$ cat config.mk
export PLATFORM = sky130hd
export DESIGN_NAME = uart_loader_flat
export DESIGN_NICKNAME = d
export VERILOG_FILES = /design/src/rtl/uart_loader_pkg.sv /design/src/rtl/uart_loader_if.sv /design/src/rtl/uart_word_packer.sv /design/src/rtl/uart_loader.sv /design/src/flat_wrapper.sv
export SDC_FILE = /design/constraint.sdc
export NUM_CORES = 1
export LEC_CHECK = 0
export CAP_MARGIN = 20
export CORE_UTILIZATION = 61
export CTS_CLUSTER_DIAMETER = 30
export CTS_CLUSTER_SIZE = 12
export DETAILED_ROUTE_END_ITERATION = 8
export PLACE_DENSITY = 0.88
export SLEW_MARGIN = 20
export SYNTH_ARGS = -nofsm -noshare
export SYNTH_HDL_FRONTEND = slang
export SYNTH_HIERARCHICAL = 1
export SYNTH_SLANG_ARGS = --single-unit
export TNS_END_PERCENT = 30
$ cat constraint.sdc
create_clock -name clk -period 10.6 [get_ports clk]
set_input_delay 2.12 -clock clk [delete_from_list [all_inputs] [get_ports clk]]
set_output_delay 2.12 -clock clk [all_outputs]
set_load 0.005 [all_outputs]
$ cat src/rtl/uart_loader_pkg.sv
// Shared types for the UART image loader.
// Frame: 4-byte count, count LE words, 1-byte XOR checksum.
package uart_loader_pkg;

    typedef enum logic [2:0] {
        S_LEN,
        S_DATA,
        S_SUM,
        S_FLUSH,
        S_DONE,
        S_ERR
    } state_t;

    typedef enum logic [1:0] {
        ERR_NONE    = 2'd0,
        ERR_SUM     = 2'd1,
        ERR_LEN     = 2'd2,
        ERR_OVERRUN = 2'd3
    } err_t;

    localparam int FIELD_BYTES = 4;

endpackage

$ cat src/rtl/uart_loader_if.sv
// Memory write handshake between the loader and the image memory.
// A write is accepted when mem_req && mem_ready.
interface uart_loader_if #(
    parameter int ADDR_WIDTH = 32
);

    logic                  mem_req;
    logic [ADDR_WIDTH-1:0] mem_addr;
    logic [31:0]           mem_wdata;
    logic                  mem_ready;

    modport master (
        output mem_req,
        output mem_addr,
        output mem_wdata,
        input  mem_ready
    );

    modport slave (
        input  mem_req,
        input  mem_addr,
        input  mem_wdata,
        output mem_ready
    );

endinterface

$ cat src/rtl/uart_word_packer.sv
// Packs an LSB-first byte stream into 32-bit words.
// wordValid pulses combinationally with the 4th byte.
module uart_word_packer
    import uart_loader_pkg::*;
(
    input  logic        clk,
    input  logic        rst,
    input  logic        clear,
    input  logic        byteValid,
    input  logic [7:0]  byteIn,
    output logic [31:0] word,
    output logic        wordValid
);

    logic [1:0]  pos;
    logic [23:0] shift;

    // Only the first three bytes need storing; the
    // fourth is merged straight into the output word.
    assign word      = {byteIn, shift};
    assign wordValid = byteValid
                    && (pos == 2'(FIELD_BYTES - 1));

    always_ff @(posedge clk) begin
        if (rst || clear) begin
            pos   <= 2'd0;
            shift <= 24'd0;
        end else if (byteValid) begin
            pos   <= pos + 2'd1;
            shift <= {byteIn, shift[23:8]};
        end
    end

endmodule

$ cat src/rtl/uart_loader.sv
// Parses a framed image from the UART byte stream and
// issues one memory write per word starting at BASE_ADDR.
module uart_loader
    import uart_loader_pkg::*;
#(
    parameter logic [31:0] BASE_ADDR  = 32'h0000_0000,
    parameter int          ADDR_WIDTH = 32,
    parameter logic [31:0] MAX_WORDS  = 32'd16384
) (
    input  logic                 clk,
    input  logic                 rst,
    input  logic [7:0]           rx_data,
    input  logic                 rx_valid,
    input  logic                 restart,
    uart_loader_if.master        mem,
    output logic                 busy,
    output logic                 done,
    output logic [1:0]           error
);

    state_t                state;
    err_t                  errCode;
    logic [31:0]           count;
    logic [31:0]           index;
    logic [7:0]            sum;
    logic                  memReq;
    logic [ADDR_WIDTH-1:0] memAddr;
    logic [31:0]           memWdata;

    logic                  collecting;
    logic                  packValid;
    logic                  packClear;
    logic                  wordValid;
    logic [31:0]           word;
    logic                  accepted;
    logic                  lastWord;
    logic                  stalled;
    logic [ADDR_WIDTH-1:0] addrNext;

    assign collecting = (state == S_LEN)
                     || (state == S_DATA);
    assign packValid  = rx_valid && collecting && !restart;
    assign packClear  = restart || !collecting;
    assign accepted   = memReq && mem.mem_ready;
    assign stalled    = memReq && !mem.mem_ready;
    assign lastWord   = (index + 32'd1) == count;
    assign addrNext   = ADDR_WIDTH'(BASE_ADDR)
                      + ADDR_WIDTH'(index << 2);

    assign mem.mem_req   = memReq;
    assign mem.mem_addr  = memAddr;
    assign mem.mem_wdata = memWdata;
    assign error         = errCode;

    uart_word_packer packer (
        .clk       (clk),
        .rst       (rst),
        .clear     (packClear),
        .byteValid (packValid),
        .byteIn    (rx_data),
        .word      (word),
        .wordValid (wordValid)
    );

    always_ff @(posedge clk) begin
        if (rst || restart) begin
            state    <= S_LEN;
            errCode  <= ERR_NONE;
            count    <= 32'd0;
            index    <= 32'd0;
            sum      <= 8'd0;
            memReq   <= 1'b0;
            memAddr  <= ADDR_WIDTH'(BASE_ADDR);
            memWdata <= 32'd0;
            busy     <= 1'b0;
            done     <= 1'b0;
        end else begin
            if (accepted) memReq <= 1'b0;
            unique case (state)
                S_LEN: if (packValid) begin
                    busy <= 1'b1;
                    if (wordValid) begin
                        count <= word;
                        if (word > MAX_WORDS) begin
                            state   <= S_ERR;
                            errCode <= ERR_LEN;
                            busy    <= 1'b0;
                        end else if (word == 32'd0) begin
                            state <= S_SUM;
                        end else begin
                            state <= S_DATA;
                        end
                    end
                end
                S_DATA: if (packValid) begin
                    sum <= sum ^ rx_data;
                    if (wordValid) begin
                        // A completed word with the previous write
                        // still stalled has nowhere to go.
                        if (stalled) begin
                            state   <= S_ERR;
                            errCode <= ERR_OVERRUN;
                            memReq  <= 1'b0;
                            busy    <= 1'b0;
                        end else begin
                            memReq   <= 1'b1;
                            memAddr  <= addrNext;
                            memWdata <= word;
                            index    <= index + 32'd1;
                            if (lastWord) state <= S_SUM;
                        end
                    end
                end
                S_SUM: if (rx_valid) begin
                    if (rx_data != sum) begin
                        state   <= S_ERR;
                        errCode <= ERR_SUM;
                        memReq  <= 1'b0;
                        busy    <= 1'b0;
                    end else if (stalled) begin
                        state <= S_FLUSH;
                    end else begin
                        state <= S_DONE;
                        done  <= 1'b1;
                        busy  <= 1'b0;
                    end
                end
                S_FLUSH: if (accepted) begin
                    state <= S_DONE;
                    done  <= 1'b1;
                    busy  <= 1'b0;
                end
                default: ;
            endcase
        end
    end

endmodule

$ cat src/flat_wrapper.sv
// flat-port wrapper written by rule: the top's interface ports become plain ports
module uart_loader_flat import uart_loader_pkg::*;
#(
    parameter logic [31:0] BASE_ADDR  = 32'h0000_0000,
    parameter int          ADDR_WIDTH = 32,
    parameter logic [31:0] MAX_WORDS  = 32'd16384
)
  (clk, rst, rx_data, rx_valid, restart, busy, done, error, mem_mem_req, mem_mem_addr, mem_mem_wdata, mem_mem_ready);
  uart_loader_if #(.ADDR_WIDTH(ADDR_WIDTH)) mem_i ();
  input  logic clk;
  input  logic rst;
  input  logic [7:0] rx_data;
  input  logic rx_valid;
  input  logic restart;
  output logic busy;
  output logic done;
  output logic [1:0] error;
  output wire logic [$bits(mem_i.mem_req)-1:0] mem_mem_req;
  output wire logic [$bits(mem_i.mem_addr)-1:0] mem_mem_addr;
  output wire logic [$bits(mem_i.mem_wdata)-1:0] mem_mem_wdata;
  input wire logic [$bits(mem_i.mem_ready)-1:0] mem_mem_ready;
  assign mem_mem_req = mem_i.mem_req;
  assign mem_mem_addr = mem_i.mem_addr;
  assign mem_mem_wdata = mem_i.mem_wdata;
  assign mem_i.mem_ready = mem_mem_ready;
  uart_loader #(.BASE_ADDR(BASE_ADDR), .ADDR_WIDTH(ADDR_WIDTH), .MAX_WORDS(MAX_WORDS)) u_core (.clk(clk), .rst(rst), .rx_data(rx_data), .rx_valid(rx_valid), .restart(restart), .mem(mem_i), .busy(busy), .done(done), .error(error));
endmodule
==> metrics.yaml <==
clk_path_buf_depth: 2
met1_usage_pct: 36.9
top_usage_layer: "met2"
overflow: 0
synth_top_family_by_area: "simple AND/OR/NAND/NOR gates"
min_path_type: "reg2reg"
worst_slew_pin_slew_ns: 0.884
cts_hold_buf: 0
yosysTopAreaCell: "dfxtp_1"
tns_ns: 0
end_kind: "register"
slew_headroom_pct: 41.1
async_reset_ff_share_pct: 0
core_um2: 12600
chipWidth_um: 116
p_switching_mw: 0.288
power_mw: 1.29
grt_pass1_wl_mm: 30.7
area_growth_pct: 15.2
min_period_ns: 5.41
drv_slew: 0
yosys_register_bits: 168
dr.pass1.iters: 6
synth_compound_area_share_pct: 12.9
syn_area_um2: 7880
synth-simple-area-share_pct: 25.6
start_util_pct: 62.4
required_ns: 10.95
ys_seq_area_share_pct: 42.7
rows: 41
vias_per_cell: 5.81
p_seq_share_pct: 49.3
drv_cap: 0
crit_fanout: 42
drc: 0
hold_viol_final: 0
post-route-period-util_pct: 51.0
max_freq_ghz: 0.185
yosysTopAreaCellShare_pct: 42.7
antenna_found_initial: 0
status: "complete, no violations"
synthXorXnorAreaFrac_pct: 8.56
switching_share_pct: 22.4
holdWs_ns: 0.450
layout.nets: 1016
htree_levels: 4
vdd_drop_max_mv: 0.101
dp_slack_ns: 4.82
fin_worst_skew_ns: 0.00637
power_density_nw_per_um2: 142
pwr-share-comb_pct: 2.4
routedWlPerCell_um: 16.1
p_leak_nw: 2.85
p_int_mw: 0.997
setup_viol: 0
synthTopCellsByArea: "dfxtp_1 43%, nand2_1 11%, a21oi_1 7.4%"
grt_max_degree: 76
ant_nets: 0
drive_above_1_share_pct: 6.11
routed_wl_mm: 19.1
cts_root_buf: "clkbuf_16"
top_level_ports: 82
dieArea_um2: 13400
yosysWarnings: 6
cts_tree: "yes"
synthCells: 985
grt_pass1_vias: 6216
numCtsBuffers: 17
ys_types: 67
post_cts_buffers: 0
crit_type: "in2reg"
cts.sinks: 168
yosysMostFrequentCell: "nand2_1"
fin_ws_ns: 5.19
critPathLaunchType: "primary input"
rsz0062_at_grt: "false"
drt_iter0_markers: 736
cp.arrival_ns: 5.76
synthTopCellsByCount: "231 x nand2_1, 168 x dfxtp_1, 116 x a21oi_1"
gr-usage-met2_pct: 49.9
grtUsageMet3_pct: 6.07
synth_mux_area_share_pct: 3.88
synth_edf_count: 0
avgSynthCellArea_um2: 8.00
yosys_most_used_dff: "dfxtp_1"
dp_hpwl_mm: 12.7
die_y_um: 116
synth_adder_area_share_pct: 0.318
num_vias: 6893
clk_pin_slew_ns: 0.06
gp_congestion: 0.903
grt_use_total_pct: 29.8
diodes: 0
clk_latency_ns: 0.43
port-buffer-count: 79
cts_resized: 0
p_clk_share_pct: 48.3
metal layers:
layer	vias up	share of wire, %
met2	300	47
met1	3200	42
li1	3343	-
met4	0	3.5
met5	-	0
met3	50	7.4
worst max-delay path, cell delays in order:
cell and delay (ns):
clkdlybuf4s50_1 0.50, nor4b_2 0.27, buf_4 0.45, and2_1 0.27, nand2_1 0.17, nor2_4 0.64, buf_4 0.52, nand4_1 0.27
or3_1 0.37, a21oi_1 0.15
registers in the layout (all words and copies together), names as in the netlist:
signal and count:
u_core/count 32, u_core/index 32, u_core/mem.mem_wdata 32, u_core/mem.mem_addr 30
u_core/packer/shift 24, u_core/sum 8, u_core/state 3, u_core/error 2
u_core/packer/pos 2, u_core/busy 1, u_core/done 1, u_core/mem.mem_req 1
worst paths after layout:
kind	slack, ns	depth (start not counted)	end	startpoint
setup / recovery	5.19	10	u_core/index[28]	restart
hold / removal	0.45	2	u_core/mem.mem_addr[10]	u_core/mem.mem_addr[10]
setup reg to reg	6.50	9	u_core/state[0]	u_core/index[0]
hold reg to reg	0.45	2	u_core/mem.mem_addr[10]	u_core/mem.mem_addr[10]
per-stage QoR:
| stage | area, um2 | utilization (%) | cells |
|---|---|---|---|
| finish | 9080 | 71.9 | 1186 |
| global route | 9080 | 71.9 | 1186 |
| CTS | 9080 | 71.9 | 1186 |
| detailed placement | 8490 | 67.3 | 1154 |
| global placement | 8490 | 67.3 | 1154 |
| floorplan | 7880 | - | 986 |
power groups by stage:
stage	logic, mW	registers, mW	clock network, mW
after floorplan	0.0241	0.647	0
after global placement	0.0295	0.648	0
after detailed placement	0.0299	0.648	0
after CTS	0.0306	0.634	0.628
after global routing	0.0328	0.633	0.654
final	0.0310	0.634	0.621
logic make-up after synthesis:
family | Yosys count
AO/OA/AOI/OAI | 174
other | 1
multiplexers | 30
XOR/XNOR | 77
flip-flops | 168
buffers and inverters | 93
adder cells (fa/ha/maj) | 2
AND/OR/NAND/NOR | 440
final cells by class:
cell class / instances / area, um2
clock buffer: 19 / 433
clock inverter: 13 / 158
fill: 991 / 3540
inverter: 5 / 18.8
multi-input combinational: 725 / 4060
sequential: 168 / 3360
tap: 172 / 215
timing repair buffer: 84 / 828
cell usage in the layout (no fill, tap or decap), drive strengths merged, types with 4 or more instances in the layout:
master and count:
nand2b 10, nor3 10, or4 9, nand2 232, a21oi 117, clkdlybuf4s50 79, clkbuf 19, xnor2 36
nand3 15, dfxtp 168, nor2 83, nor2b 4, xor2 41, buf 5, nand4 22, mux2i 29
or3 16, or2 8, o21ai 22, a211oi 4, and4 5, and2 4, a2111oi 5, nor4 14
inv 13
No activity file was read; power rests on OpenSTA's default activity.
